==> src/rtl/lorenz_pkg.sv <==
//------------------------------------------------------------------------------
// Module : lorenz_pkg
// Brief  : FSM states, Q-format constants and saturation helper for the
//          Lorenz integrator.
// Rev    : 1.0 - initial release
//------------------------------------------------------------------------------
`default_nettype none
`timescale 1ns/1ps

package lorenz_pkg;

  typedef enum logic [2:0] {
    IDLE = 3'd0,
    LOAD = 3'd1,
    S1   = 3'd2,
    S2   = 3'd3,
    S3   = 3'd4,
    EMIT = 3'd5,
    FIN  = 3'd6
  } state_e;

  // Q8.8 reference constants for the default 16-bit build
  localparam int LZ_WIDTH = 16;
  localparam int LZ_FRAC  = 8;
  localparam logic [LZ_WIDTH-1:0] ONE  = LZ_WIDTH'(1 << LZ_FRAC);
  localparam logic [LZ_WIDTH-1:0] MAXV = {1'b0, {(LZ_WIDTH-1){1'b1}}};
  localparam logic [LZ_WIDTH-1:0] MINV = {1'b1, {(LZ_WIDTH-1){1'b0}}};

  // Clamp a sign-extended value into a w-bit two's complement range.
  function automatic logic [63:0] sat_w(input logic signed [63:0] v,
                                        input int unsigned        w,
                                        output logic              ovf);
    logic signed [63:0] hi;
    logic signed [63:0] lo;
    hi    = (64'sd1 <<< (w - 1)) - 64'sd1;
    lo    = -(64'sd1 <<< (w - 1));
    ovf   = 1'b0;
    sat_w = v;
    if (v > hi) begin
      sat_w = hi;
      ovf   = 1'b1;
    end else if (v < lo) begin
      sat_w = lo;
      ovf   = 1'b1;
    end
  endfunction

endpackage

`default_nettype wire

==> src/rtl/lorenz_fx_mul.sv <==
//------------------------------------------------------------------------------
// Module : lorenz_fx_mul
// Brief  : Signed WIDTH x (WIDTH+1) fixed-point multiply, >>> FRAC, saturate.
//          LORENZ_ROUND_EN selects round-half-up instead of truncation.
// Rev    : 1.0 - initial release
//------------------------------------------------------------------------------
`default_nettype none
`timescale 1ns/1ps

module lorenz_fx_mul
  import lorenz_pkg::*;
#(
  parameter int WIDTH = 16,
  parameter int FRAC  = 8
) (
  input  logic signed [WIDTH-1:0] a_i,
  input  logic signed [WIDTH:0]   b_i,
  output logic signed [WIDTH-1:0] p_o,
  output logic                    ovf_o
);

  localparam int PW = 2*WIDTH + 1;

  logic signed [PW-1:0] w_prod;
  logic signed [PW-1:0] w_shift;

  assign w_prod = PW'(a_i) * PW'(b_i);

`ifdef LORENZ_ROUND_EN
  assign w_shift = (w_prod + (PW'(1) <<< (FRAC - 1))) >>> FRAC;
`else
  assign w_shift = w_prod >>> FRAC;
`endif

  always_comb begin
    ovf_o = 1'b0;
    p_o   = WIDTH'(sat_w(64'(w_shift), WIDTH, ovf_o));
  end

endmodule

`default_nettype wire

==> src/rtl/lorenz_fx_integrator.sv <==
//------------------------------------------------------------------------------
// Module : lorenz_fx_integrator
// Brief  : Forward-Euler fixed-point Lorenz integrator, 3-stage datapath with
//          valid/ready output. Optional macro: LORENZ_ROUND_EN (rounded shifts).
// Rev    : 1.0 - initial release
//------------------------------------------------------------------------------
`default_nettype none
`timescale 1ns/1ps

module lorenz_fx_integrator
  import lorenz_pkg::*;
#(
  parameter int WIDTH    = 16,
  parameter int FRAC     = 8,
  parameter int DT_SHIFT = 6,
  parameter int CNT_W    = 16
) (
  input  logic                    clk,
  input  logic                    rst,
  input  logic                    start,
  input  logic signed [WIDTH-1:0] x0,
  input  logic signed [WIDTH-1:0] y0,
  input  logic signed [WIDTH-1:0] z0,
  input  logic signed [WIDTH-1:0] sigma,
  input  logic signed [WIDTH-1:0] rho,
  input  logic signed [WIDTH-1:0] beta,
  input  logic [CNT_W-1:0]        num_steps,
  output logic                    out_valid,
  input  logic                    out_ready,
  output logic signed [WIDTH-1:0] x,
  output logic signed [WIDTH-1:0] y,
  output logic signed [WIDTH-1:0] z,
  output logic                    busy,
  output logic                    done,
  output logic                    ovf
);

  localparam int W1 = WIDTH + 1;

  state_e state_q, state_d;

  logic signed [WIDTH-1:0] x_q, y_q, z_q;
  logic signed [WIDTH-1:0] x0_q, y0_q, z0_q;
  logic signed [WIDTH-1:0] sigma_q, rho_q, beta_q;
  logic [CNT_W-1:0]        n_q, cnt_q;
  logic signed [W1-1:0]    dyx_q, drz_q;
  logic signed [WIDTH-1:0] ps_q, pr_q, pxy_q, pb_q;
  logic                    busy_q, done_q, ovf_q;

  logic signed [WIDTH-1:0] w_ps, w_pr, w_pxy, w_pb;
  logic                    w_ovf_ps, w_ovf_pr, w_ovf_pxy, w_ovf_pb;
  logic signed [W1-1:0]    w_y_ext, w_z_ext;
  logic signed [WIDTH-1:0] w_dy, w_dz, w_x_n, w_y_n, w_z_n;
  logic                    w_ovf_dy, w_ovf_dz, w_ovf_x, w_ovf_y, w_ovf_z;

  // One Euler update: s + (d >>> DT_SHIFT), clamped to WIDTH.
  function automatic logic signed [WIDTH-1:0] euler(input  logic signed [WIDTH-1:0] s,
                                                    input  logic signed [WIDTH-1:0] d,
                                                    output logic                    o);
    logic signed [W1-1:0] inc;
    logic signed [W1-1:0] sum;
`ifdef LORENZ_ROUND_EN
    inc = (W1'(d) + (W1'(1) <<< (DT_SHIFT - 1))) >>> DT_SHIFT;
`else
    inc = W1'(d) >>> DT_SHIFT;
`endif
    sum = W1'(s) + inc;
    o   = 1'b0;
    return WIDTH'(sat_w(64'(sum), WIDTH, o));
  endfunction

  assign w_y_ext = W1'(y_q);
  assign w_z_ext = W1'(z_q);

  lorenz_fx_mul #(.WIDTH(WIDTH), .FRAC(FRAC)) u_mul_s (
    .a_i(sigma_q), .b_i(dyx_q),   .p_o(w_ps),  .ovf_o(w_ovf_ps)
  );
  lorenz_fx_mul #(.WIDTH(WIDTH), .FRAC(FRAC)) u_mul_r (
    .a_i(x_q),     .b_i(drz_q),   .p_o(w_pr),  .ovf_o(w_ovf_pr)
  );
  lorenz_fx_mul #(.WIDTH(WIDTH), .FRAC(FRAC)) u_mul_xy (
    .a_i(x_q),     .b_i(w_y_ext), .p_o(w_pxy), .ovf_o(w_ovf_pxy)
  );
  lorenz_fx_mul #(.WIDTH(WIDTH), .FRAC(FRAC)) u_mul_b (
    .a_i(beta_q),  .b_i(w_z_ext), .p_o(w_pb),  .ovf_o(w_ovf_pb)
  );

  // S3 derivatives and next state; dx is p_s unchanged
  always_comb begin
    w_ovf_dy = 1'b0;
    w_ovf_dz = 1'b0;
    w_ovf_x  = 1'b0;
    w_ovf_y  = 1'b0;
    w_ovf_z  = 1'b0;
    w_dy  = WIDTH'(sat_w(64'(W1'(pr_q) - W1'(y_q)), WIDTH, w_ovf_dy));
    w_dz  = WIDTH'(sat_w(64'(W1'(pxy_q) - W1'(pb_q)), WIDTH, w_ovf_dz));
    w_x_n = euler(x_q, ps_q, w_ovf_x);
    w_y_n = euler(y_q, w_dy, w_ovf_y);
    w_z_n = euler(z_q, w_dz, w_ovf_z);
  end

  always_ff @(posedge clk or posedge rst) begin
    if (rst) state_q <= IDLE;
    else     state_q <= state_d;
  end

  always_comb begin
    state_d = state_q;
    unique case (state_q)
      IDLE:    if (start) state_d = LOAD;
      LOAD:    state_d = (n_q == '0) ? FIN : S1;
      S1:      state_d = S2;
      S2:      state_d = S3;
      S3:      state_d = EMIT;
      EMIT:    if (out_ready) state_d = (cnt_q == '0) ? FIN : S1;
      FIN:     state_d = IDLE;
      default: state_d = IDLE;
    endcase
  end

  always_ff @(posedge clk or posedge rst) begin
    if (rst) begin
      x_q     <= '0;  y_q    <= '0;  z_q    <= '0;
      x0_q    <= '0;  y0_q   <= '0;  z0_q   <= '0;
      sigma_q <= '0;  rho_q  <= '0;  beta_q <= '0;
      n_q     <= '0;  cnt_q  <= '0;
      dyx_q   <= '0;  drz_q  <= '0;
      ps_q    <= '0;  pr_q   <= '0;  pxy_q  <= '0;  pb_q <= '0;
      busy_q  <= 1'b0;
      done_q  <= 1'b0;
      ovf_q   <= 1'b0;
    end else begin
      done_q <= (state_q == FIN);
      unique case (state_q)
        IDLE: if (start) begin
          x0_q    <= x0;    y0_q  <= y0;   z0_q   <= z0;
          sigma_q <= sigma; rho_q <= rho;  beta_q <= beta;
          n_q     <= num_steps;
          ovf_q   <= 1'b0;
          busy_q  <= 1'b1;
        end
        LOAD: begin
          x_q   <= x0_q;
          y_q   <= y0_q;
          z_q   <= z0_q;
          cnt_q <= n_q;
        end
        S1: begin
          dyx_q <= W1'(y_q) - W1'(x_q);
          drz_q <= W1'(rho_q) - W1'(z_q);
        end
        S2: begin
          ps_q  <= w_ps;
          pr_q  <= w_pr;
          pxy_q <= w_pxy;
          pb_q  <= w_pb;
          ovf_q <= ovf_q | w_ovf_ps | w_ovf_pr | w_ovf_pxy | w_ovf_pb;
        end
        S3: begin
          x_q   <= w_x_n;
          y_q   <= w_y_n;
          z_q   <= w_z_n;
          cnt_q <= cnt_q - CNT_W'(1);
          ovf_q <= ovf_q | w_ovf_dy | w_ovf_dz | w_ovf_x | w_ovf_y | w_ovf_z;
        end
        FIN:     busy_q <= 1'b0;
        default: ;
      endcase
    end
  end

  assign out_valid = (state_q == EMIT);
  assign x         = x_q;
  assign y         = y_q;
  assign z         = z_q;
  assign busy      = busy_q;
  assign done      = done_q;
  assign ovf       = ovf_q;

endmodule

`default_nettype wire

==> config.mk <==
export PLATFORM = sky130hd
export DESIGN_NAME = lorenz_fx_integrator
export DESIGN_NICKNAME = d
export VERILOG_FILES = /design/src/rtl/lorenz_pkg.sv /design/src/rtl/lorenz_fx_mul.sv /design/src/rtl/lorenz_fx_integrator.sv
export SDC_FILE = /design/constraint.sdc
export NUM_CORES = 2
export LEC_CHECK = 0
export ABC_AREA = 1
export BUFFER_PORTS_ARGS = -buffer_cell sky130_fd_sc_hd__buf_2
export CORE_ASPECT_RATIO = 1.1
export CORE_MARGIN = 1.5
export CORE_UTILIZATION = 55
export DETAILED_ROUTE_END_ITERATION = 16
export HOLD_SLACK_MARGIN = 0.06
export PLACE_DENSITY_LB_ADDON = 0.05
export SLEW_MARGIN = 10
export SYNTH_ARGS = -nofsm -noshare
export SYNTH_HDL_FRONTEND = slang
export SYNTH_HIERARCHICAL = 1
export SYNTH_SLANG_ARGS = --single-unit
==> constraint.sdc <==
create_clock -name clk -period 13.2 [get_ports clk]
set_input_delay 3.96 -clock clk [delete_from_list [all_inputs] [get_ports clk]]
set_output_delay 3.96 -clock clk [all_outputs]
set_load 0.03 [all_outputs]
# Word level (Yosys, flattened, before mapping)
# Index checks and enable logic that the tools add are counted.
[word_totals]
ff_bits = 280
input_bits = 116
out_inout_bits = 52
word_cells = 127
[classes]
add_sub_neg = 8
multipliers = 4
n_lt_le_gt_ge = 18
n_eq_ne = 8
n_mux = 49
bitwise = 9
n_reduce_logical = 10
[op_table]
columns = ["operator", "count"]
rows = [
  ["2-to-1 mux 16 bit", 18],
  ["case mux 16 bit (2 select lines)", 4],
  ["> comparator 17 x 16 -> 1 bit (second input constant)", 5],
  ["< comparator 17 x 16 -> 1 bit (second input constant)", 5],
  ["subtractor 16 x 16 -> 17 bit", 4],
  ["multiplier 16 x 17 -> 33 bit", 2],
  ["multiplier 16 x 16 -> 32 bit", 2],
  ["adder 16 x 10 -> 17 bit", 3],
  ["> comparator 25 x 16 -> 1 bit (second input constant)", 2],
  ["< comparator 25 x 16 -> 1 bit (second input constant)", 2],
  ["> comparator 24 x 16 -> 1 bit (second input constant)", 2],
  ["< comparator 24 x 16 -> 1 bit (second input constant)", 2],
  ["logical NOT 16 bit", 2],
  ["2-to-1 mux 1 bit", 20],
  ["case mux 3 bit (6 select lines)", 1],
  ["subtractor 16 x 1 -> 16 bit (second input constant)", 1],
  ["2-to-1 mux 3 bit", 4],
  ["== test 3 bit (second input constant)", 3],
  ["OR 1 bit", 9],
  ["AND reduction 2 bit", 4],
  ["== test 3 x 2 -> 1 bit (second input constant)", 2],
  ["nonzero test 2 bit", 2],
  ["== test 3 x 1 -> 1 bit (second input constant)", 1],
  ["logical NOT 3 bit", 1],
  ["5 further kinds", 5],
]

# Logic depth before layout (Yosys ltp)
[logic_depth]
depth_word = 11
mapped_depth = 37
ltp_nobuf = 34

# Cells and area by module
# Netlist, hierarchy kept.
[by_module_without_submodules]
columns = ["module", "instances", "cells_per_inst", "area_per_inst_um2", "seq_area_each_um2"]
rows = [
  ["lorenz_fx_mul at u_mul_r ...", 2, 1541, 11297.1, 0.0],
  ["lorenz_fx_integrator", 1, 2219, 16827.4, 6856.6],
  ["lorenz_fx_mul at u_mul_b", 1, 1582, 11452.2, 0.0],
  ["lorenz_fx_mul at u_mul_xy", 1, 1544, 11323.4, 0.0],
]

# Worst setup path after synthesis
# OpenSTA, ideal clock, no wires.
[synth_path]
path_type = "register to register"
from = "reg z_q[15] (netlist: z[15])"
to = "reg ovf_q (netlist: ovf)"
setup_time_ns = 0.128
t_arrival_ns = 7.368
required_ns = 13.072
path_slack_ns = 5.704
stages_incl_launch_ff = 34
path_buffers = 2
cell_sequence = "dfrtp_1 > clkbuf_1 > nand2_1 > inv_1 > fa_1 > fa_1 > inv_1 > fa_1 > inv_1 > fa_1 > fa_1 > inv_1 > fa_1 > inv_1 > ha_1 > inv_1 > nor3_1 > nand2_1 > inv_1 > nand2_1 > nand2_1 > inv_1 > nand2_1 > nand2_1 > nand2_2 > nand3_1 > nor2_2 > nand3_2 > nand2_4 > buf_6 > nand2_1 > or4_1 > o21ai_0 > nand3_1"
[synth_via]
elab_chain_cells = 6
word_cells_on_any_way = 13
classes_between = "add/sub (1); mul (1); order compare (4); mux (5); bitwise (2)"
[synth_rtl]
columns = ["item", "line", "text"]
rows = [
  ["start: declaration", "lorenz_fx_integrator.sv:42", "logic signed [WIDTH-1:0] x_q, y_q, z_q;"],
  ["start signal: assignment", "lorenz_fx_integrator.sv:145", "z_q <= z0_q;"],
  ["start signal: assignment", "lorenz_fx_integrator.sv:162", "z_q <= w_z_n;"],
  ["multiplier 16 x 16 -> 32 bit *", "lorenz_fx_mul.sv:27", "assign w_prod = PW'(a_i) * PW'(b_i);"],
  ["< comparator 24 x 16 -> 1 bit", "lorenz_pkg.sv:42", "end else if (v < lo) begin"],
  ["2-to-1 mux 1 bit", "lorenz_pkg.sv:42", ""],
  ["2-to-1 mux 1 bit *", "lorenz_pkg.sv:39", "if (v > hi) begin"],
  ["via w_ovf_pb", "lorenz_fx_integrator.sv:51", "logic w_ovf_ps, w_ovf_pr, w_ovf_pxy, w_ovf_pb;"],
  ["OR 1 bit *", "lorenz_fx_integrator.sv:157", "ovf_q <= ovf_q | w_ovf_ps | w_ovf_pr | w_ovf_pxy | w_ovf_pb;"],
  ["case mux 1 bit (3 select lines) *", "lorenz_fx_integrator.sv:134", "unique case (state_q)"],
  ["end signal: assignment", "lorenz_fx_integrator.sv:157", ""],
  ["end signal: assignment", "lorenz_fx_integrator.sv:164", "ovf_q <= ovf_q | w_ovf_dy | w_ovf_dz | w_ovf_x | w_ovf_y | w_ovf_z;"],
  ["end: declaration", "lorenz_fx_integrator.sv:48", "logic busy_q, done_q, ovf_q;"],
]
# Mark *: on every way through the listed nets, which the timed path passes. The rest lies on a longest branch.
# A chain may end at the register's enable or synchronous reset.

# Worst setup path after layout
# Same ends and word-level chain as after synthesis.

==> run_results.csv <==
group,metric,value,unit
sta,relSlewSlack,0.244,
die,std_cell_rows,129,
placed_design,dp_hpwl,145,mm
setup_path,crit_arrival,8410,ps
sta,report.final.setup_viol,0,
placed_design,routabilityCongestion,0.943,
placed_design,portBuffers,167,
sta,hold_viol_final,0,
final_layout,area_growth,5.48,%
setup_path,path_class,"reg -> reg",
final_layout,num_antenna_cells,0,
setup_path,cp-start-kind,"register",
grt,grt_pass1_wl,285,mm
sta,fin_crit_sh,0.601,
run_status,status,"finished clean",
drt,drc_errors,0,
cts,clockBufferDepth,3,
final_layout,fin_util,0.584,
yosys,syn-num-nets,10069,
drt,ant_nets,0,
final_layout,most-common-layout-cells,"nand2_1, inv_1, fa_1",
setup_path,critPathMaxStageDelay,960,ps
sta,final_max_slew_viol_count,0,
yosys,synth_area_per_cell,7.38,um^2
yosys,syn-cell-area,0.0621,mm^2
final_layout,final_common_cell,"nand2_1",
die,io_pins,168,
setup_path,cp-end-kind,"register",
worst_hold_path,whs_path_depth,2,
sta,worst_clock_skew,20.9,ps
yosys,netlist_instances,8409,
cts,cts_setup_buffers,0,
grt,grt_max_degree,144,
placed_design,placed_cells,9848,
sta,tns,0,ps
cts,cts_root_buf,"clkbuf_16",
cts,cts_made_buffers,37,
drt,wl_per_cell,18.0,um
drt,vias_per_cell,5.16,
sta,holdWs,474,ps
final_layout,fin_cells,9916,
drt,first_iter_violations,3151,
grt,grt_antenna_before_repair,5,
final_layout,fin_nets,10041,
setup_path,reg2reg_depth,32,
setup_path,crit_path_top_delay_cell,"fa_1",
die,dieArea,0.115,mm^2
grt,grt.overflow.total,0,
drt,drt-pass1-iter-count,9,
grt,grt_pass1_vias,52793,
cts,cts_tree,"done",
cts,post_cts_resized,0,
yosys,synth_warnings,6,
sta,finalCriticalPeriod,7940,ps
cts,cts-htree-levels,2,
die,fp.dieH,355,um
drt,wirelength,179,mm
flow_run,maxCapViolations,0,
sta,fmax,126,MHz
setup_path,crit_top_cell,"inv_1",
die,initial_core_util,0.554,
cts,cts_hold_buf,0,
die,coreArea,0.112,mm^2
worst_hold_path,hold_class,"reg -> reg",
final_layout,fillers,10883,
setup_path,worstPathRequired,13680,ps
sta,rsz0062_at_grt,"false",
cts,cts.sinks,274,
die,die_w,323,um
setup_path,worst-path-max-fanout,27,
cts,clkSlewWorstSetupHoldPaths,60,ps
cts,clkLatencyLatePin,600,ps
grt,grt_usage,0.319,
sta,worst_slew_pin_slew,1130,ps
drt,vias,51177,
final_layout,drive_gt1_frac,0.0535,
-- layout make-up --
type	instances	area, um^2	share of cell area
Clock buffer	44	1010	0.0155
Clock inverter	24	362	0.00552
Inverter	2237	8410	0.128
Multi-Input combinational cell	5589	45600	0.696
Sequential cell	274	6860	0.105
Tap cell	1506	1880	0.0288
Timing Repair Buffer	242	1410	0.0215
-- per-layer routing --
layer | GRT usage | vias up | routed length (um)
met2 | 0.537 | 1312 | 86000
li1 | - | 24293 | -
met5 | 0 | - | 13
met4 | 0.105 | 2 | 5910
met3 | 0.0346 | 237 | 9270
met1 | 0.430 | 25333 | 77400
-- state kept, by name (all words and copies together) (netlist names) --
register / cells
pb_q: 16
ovf: 1
done: 1
y0_q: 16
drz_q: 17
z: 16
x0_q: 16
state_q: 3
x: 16
busy: 1
rho_q: 16
cnt_q: 16
pr_q: 16
z0_q: 16
sigma_q: 16
n_q: 16
dyx_q: 17
pxy_q: 16
ps_q: 10
y: 16
beta_q: 16
-- metrics by stage --
stage	area, um^2	setup slack [ps]
floorplan	62100	1690
global placement	64100	5330
detailed placement	64100	5290
CTS	65500	5250
global route	65500	4690
finish	65500	5260
-- path summary, 6_finish.rpt --
kind / from / endpoint / slack (ps)
max reg2reg: z[15] / ovf / 5260
min in group asynchronous: rst / n_q[8] / 3450
min reg2reg: sigma_q[15] / sigma_q[15] / 470
max: z[15] / ovf / 5260
max in group asynchronous: rst / drz_q[12] / 7490
min: sigma_q[15] / sigma_q[15] / 470
-- worst max-delay path: cells and delay by family (launching register included) --
| family | cells | cell delay [ps] |
|---|---|---|
| AO/OA/AOI/OAI | 1 | 160 |
| adder cells (fa/ha/maj) | 7 | 4080 |
| buffers and inverters | 9 | 1030 |
| flip-flops | 1 | 590 |
| AND/OR/NAND/NOR | 15 | 1930 |
Power is left out: the tool's default activity adds up to more than one toggle a clock period on the data nets, which glitch-free logic cannot reach.
